===== config.mk =====
export PLATFORM = sky130hd
export DESIGN_NAME = demux_8way_collect
export DESIGN_NICKNAME = d
export VERILOG_FILES = /design/src/rtl/demux_8way_collect.sv
export SDC_FILE = /design/constraint.sdc
export NUM_CORES = 1
export LEC_CHECK = 0
export CORE_ASPECT_RATIO = 2
export CORE_MARGIN = 10
export CORE_UTILIZATION = 39
export DETAILED_ROUTE_END_ITERATION = 8
export PLACE_DENSITY = 0.69
export SLEW_MARGIN = 20
export SYNTH_ARGS = -nofsm -noshare
export SYNTH_HDL_FRONTEND = slang
export SYNTH_SLANG_ARGS = --single-unit

===== constraint.sdc =====
create_clock -name clk -period 42.5 [get_ports clk]
set_input_delay 6.375 -clock clk [delete_from_list [all_inputs] [get_ports clk]]
set_output_delay 6.375 -clock clk [all_outputs]
set_load 0.1 [all_outputs]

===== src/rtl/demux_8way_collect.sv =====
// demux_8way_collect: serial-to-parallel collector for the MLP datapath.
// Each accepted N-bit word lands in one of 8 lane registers. Once all 8
// lanes hold fresh data, the packed 8*N bus is offered downstream under a
// valid/ready handshake.
// Optional: define DEMUX_AUTO_SEL_EN to ignore sel and fill the lanes in
// order using an internal wrapping pointer.

module demux_8way_collect_lane #(
  parameter int N = 64
) (
  input  logic         clk,
  input  logic         rst,
  input  logic         we,
  input  logic [N-1:0] d,
  output logic [N-1:0] q
);
  logic [N-1:0] data_q, data_d;

  // Load the lane on a write; otherwise hold. A commit or flush does not clear it.
  always_comb begin
    data_d = data_q;
    if (we) data_d = d;
  end

  // Lane storage register.
  always_ff @(posedge clk or posedge rst) begin
    if (rst) data_q <= '0;
    else     data_q <= data_d;
  end

  assign q = data_q;
endmodule

module demux_8way_collect #(
  parameter int N = 64
) (
  input  logic           clk,
  input  logic           rst,
  input  logic           in_valid,
  output logic           in_ready,
  input  logic [2:0]     sel,
  input  logic [N-1:0]   in_data,
  input  logic           flush,
  output logic           out_valid,
  input  logic           out_ready,
  output logic [8*N-1:0] out_data,
  output logic [7:0]     lane_mask
);
  typedef enum logic {S_COLLECT = 1'b0, S_FULL = 1'b1} state_t;

  state_t     state_q, state_d;
  logic [7:0] mask_q, mask_d;
  logic [2:0] lane_idx;
  logic [7:0] lane_oh;
  logic       wr_en, commit;
  logic [7:0] lane_we;

`ifdef DEMUX_AUTO_SEL_EN
  logic [2:0] ptr_q, ptr_d;
  logic       unused_sel;
  assign unused_sel = ^sel;
  assign lane_idx   = ptr_q;
`else
  assign lane_idx   = sel;
`endif

  // Handshake qualifiers; flush overrides both write and commit.
  assign in_ready = (state_q == S_COLLECT);
  assign wr_en    = in_valid && in_ready && !flush;
  assign commit   = (state_q == S_FULL) && out_ready && !flush;
  assign lane_oh  = 8'(1) << lane_idx;
  assign lane_we  = wr_en ? lane_oh : 8'h00;

  // Next-state for the collect/full state, lane mask and pointer.
  always_comb begin
    state_d = state_q;
    mask_d  = mask_q;
`ifdef DEMUX_AUTO_SEL_EN
    ptr_d   = ptr_q;
`endif
    if (flush || commit) begin
      state_d = S_COLLECT;
      mask_d  = 8'h00;
`ifdef DEMUX_AUTO_SEL_EN
      ptr_d   = 3'd0;
`endif
    end else if (wr_en) begin
      mask_d = mask_q | lane_oh;
      if ((mask_q | lane_oh) == 8'hFF) state_d = S_FULL;
`ifdef DEMUX_AUTO_SEL_EN
      ptr_d  = ptr_q + 3'd1;
`endif
    end
  end

  // Control state registers.
  always_ff @(posedge clk or posedge rst) begin
    if (rst) begin
      state_q <= S_COLLECT;
      mask_q  <= 8'h00;
`ifdef DEMUX_AUTO_SEL_EN
      ptr_q   <= 3'd0;
`endif
    end else begin
      state_q <= state_d;
      mask_q  <= mask_d;
`ifdef DEMUX_AUTO_SEL_EN
      ptr_q   <= ptr_d;
`endif
    end
  end

  // One register per lane; out_data comes straight from these flops.
  genvar k;
  generate
    for (k = 0; k < 8; k++) begin : g_lane
      demux_8way_collect_lane #(.N(N)) u_lane (
        .clk (clk),
        .rst (rst),
        .we  (lane_we[k]),
        .d   (in_data),
        .q   (out_data[k*N +: N])
      );
    end
  endgenerate

  assign out_valid = (state_q == S_FULL);
  assign lane_mask = mask_q;
endmodule


==> metrics.log <==
INFO  metric status = completed
INFO  metric finalHoldViolCount = 0
INFO  metric final_min_period_over_clock_period = 21.32%
INFO  metric setup_tns = 0 ns
INFO  metric post-cts-setup-buffer-count = 0
INFO  metric path_clk_slew = 0.06 ns
INFO  metric hold_class = register to register
INFO  metric endpoint_arrival_time_on_the_critical_path = 9.49 ns
INFO  metric post_route_cells_drive_above_1_share = 34.58%
INFO  metric seq_area_frac_synth = 67.20%
INFO  metric cts_resized = 0
INFO  metric die-area = 59610 sq um
INFO  metric tritoncts.num_buffers = 45
INFO  metric slew_headroom = 23.52%
INFO  metric synth_area = 19400 sq um
INFO  metric cp.depth = 6
INFO  metric start_util = 39.43%
INFO  metric period_needed = 9.059 ns
INFO  metric nNetsFinal = 1807
INFO  metric cts.path.max_buffers = 3
INFO  metric worstPathMaxFanout = 47
INFO  metric clock_latency = 0.55 ns
INFO  metric timing.final.setup_violations = 0
INFO  metric ys_ff_latch = 521
INFO  metric die-width = 177.7 um
INFO  metric timing.critical_path.cells = clkdlybuf4s50_1, inv_1, nor3_1, nand2_4, buf_4, mux2_2
INFO  metric num_antenna_cells = 0
INFO  metric synthToLayoutAreaGrowth = 41.75%
INFO  metric final_cell_mix = sky130_fd_sc_hd__clkdlybuf4s50_1 (591), sky130_fd_sc_hd__dfrtp_1 (521), sky130_fd_sc_hd__mux2_2 (512)
INFO  metric fp-row-count = 115
INFO  metric timing.max_cap.violations = 0
INFO  metric destination_of_the_critical_timing_path = g_lane[4].u_lane.q[47]
INFO  metric place.gp.congestion = 0.7953
INFO  metric syn_area_per_cell = 17.05 sq um
INFO  metric rsz0062_at_grt = false
INFO  metric fillerInstances = 3973
INFO  metric worst_path_dominant_cell_family = simple AND/OR/NAND/NOR gates
INFO  metric crit_buf_inv = 3
INFO  metric worst-endpoint-required = 42.93 ns
INFO  metric grt_first_pass_wirelength = 91760 um
INFO  metric reg2reg_to = g_lane[3].u_lane.q[61]
INFO  metric reg2reg_launch_point = out_valid
INFO  metric number_of_distinct_library_cell_variants_in_the_gate_level_netlist_after_synthesis = 27
INFO  metric worstRegToRegCells = 4
INFO  metric detailedPlacementHpwl = 44670 um
INFO  metric clk_root_buffer_cell = sky130_fd_sc_hd__clkbuf_16
INFO  metric cts-htree-levels = 2
INFO  metric r2r_slack = 39.48 ns
INFO  metric cts_tree = built
INFO  metric grt_util_all_layers = 20.57%
INFO  metric first_global_vias = 13580
INFO  metric ff_latch_area = 13040 sq um
INFO  metric grt.overflow.total = 0
INFO  metric core_area = 49210 sq um
INFO  metric max_freq = 110.4 MHz
INFO  metric final_common_cell = sky130_fd_sc_hd__clkdlybuf4s50_1
INFO  metric cpPeakStageDelay = 0.89 ns
INFO  metric grt_start_max_net_pins = 125
INFO  metric worstSetupStartpointType = input port
INFO  metric detailed_router_iteration_count_before_antenna_repair = 4
INFO  metric die_h = 335.4 um
INFO  metric syn-instance-count = 1138
INFO  metric boundaryPins = 594
INFO  metric wire_per_inst = 26.15 um
INFO  metric footprint_of_the_multi_input_gates = 6078 sq um
INFO  metric io_buffers = 593
INFO  metric vias = 12190
INFO  metric ys_warn_count = 0
INFO  metric worst_slew_pin_slew = 1.144 ns
INFO  metric clock_skew = 0.01295 ns
INFO  metric syn_nets = 1210
INFO  metric routed_wl = 63020 um
INFO  metric cp_slowest_cell = sky130_fd_sc_hd__nor3_1
INFO  metric ant_nets = 0
INFO  metric worst_setup_path_end_kind = register
INFO  metric detail_route.vias_per_cell = 5.059
INFO  metric worst-setup-path-type = input port to register
INFO  metric first_iter_violations = 627
INFO  metric post_cts_hold_fix_bufs = 0
INFO  metric antenna_found_initial = 1
INFO  metric timing_max_transition_violations_final = 0
INFO  metric worst_setup_path_startpoint = sel[2]
INFO  metric cts_num_sinks = 521
INFO  metric drt_drc_violations_left = 0
-- worst min-delay path by stage --
stage,end,start,depth (start not counted)
after global placement,g_lane[2].u_lane.q[15],g_lane[2].u_lane.q[15],1
final,g_lane[6].u_lane.q[8],g_lane[6].u_lane.q[8],1
after CTS,g_lane[4].u_lane.q[19],g_lane[4].u_lane.q[19],1
after floorplan,lane_mask[1],lane_mask[1],2
after global routing,g_lane[6].u_lane.q[11],g_lane[6].u_lane.q[11],1
after detailed placement,g_lane[4].u_lane.q[19],g_lane[4].u_lane.q[19],1
-- state kept, by name (all words and copies together), names as in the netlist --
signal           cells
out_valid            1
lane_mask            8
g_lane.u_lane.q    512
-- worst reg2reg max path, delay by kind of cell (launching register included) --
| family | cells | cell delay (ns) |
|---|---|---|
| flip-flops | 1 | 0.51 |
| AND/OR/NAND/NOR | 2 | 1.23 |
| multiplexers | 1 | 0.48 |
| buffers and inverters | 1 | 0.69 |
-- final cells by class --
type | instances | area share (%)
sequential | 521 | 47.40
clock buffer | 60 | 4.590
timing repair buffer | 608 | 21.99
inverter | 8 | 0.1365
multi-input combinational | 551 | 22.10
tap | 643 | 2.925
clock inverter | 19 | 0.8553
-- Yosys cell counts (all sizes together) --
| library cell | n | area, sq um |
|---|---|---|
| or4b | 1 | 10.01 |
| dfrtp | 521 | 13040 |
| or3b | 1 | 8.760 |
| o221ai | 1 | 8.760 |
| a31oi | 1 | 6.260 |
| o311ai | 1 | 8.760 |
| nand4b | 1 | 8.760 |
| nor2 | 2 | 7.510 |
| o31ai | 1 | 7.510 |
| nor3b | 1 | 7.510 |
| mux2 | 512 | 5766 |
| nand2 | 8 | 30.03 |
| a32oi | 1 | 8.760 |
| nand2b | 2 | 12.51 |
| a21boi | 5 | 37.54 |
| inv | 8 | 30.03 |
| nor2b | 2 | 12.51 |
| nor3 | 4 | 25.02 |
| clkbuf | 8 | 30.03 |
| o21ai | 1 | 5.000 |
| nor4 | 1 | 6.260 |
| o21a | 4 | 30.03 |
| a21oi | 1 | 5.000 |
| buf | 50 | 292.8 |
-- routing by layer --
layer / part of all wire [%] / vias to the layer above / track usage [%]
met4: 3.6 / 2 / 8.173
li1: - / 5214 / -
met3: 9.8 / 91 / 7.723
met2: 52 / 511 / 36.40
met1: 35 / 6373 / 21.38
met5: 0.021 / - / 0
-- kinds of logic (layout without fill, tap and decap cells) --
family	after synthesis	in the layout	synth area share (%)
AO/OA/AOI/OAI	16	16	0.6062
buffers and inverters	66	695	1.819
flip-flops	521	521	67.20
multiplexers	512	512	29.72
AND/OR/NAND/NOR	23	23	0.6642
-- per-stage QoR --
step	hold WS, ns	setup slack (ns)	utilization [%]	area (sq um)	std cells
after floorplan	0.9783	21.57	-	19400	1138
after global placement	0.4871	33.03	52.82	25990	2331
after detailed placement	0.4913	32.98	52.82	25990	2331
after CTS	0.5064	33.58	55.86	27490	2410
after global routing	0.5118	33.30	55.89	27500	2410
final	0.5032	33.44	55.89	27500	2410
Power is left out: the tool's default activity adds up to more than one toggle a clock period on the data nets, which glitch-free logic cannot reach.
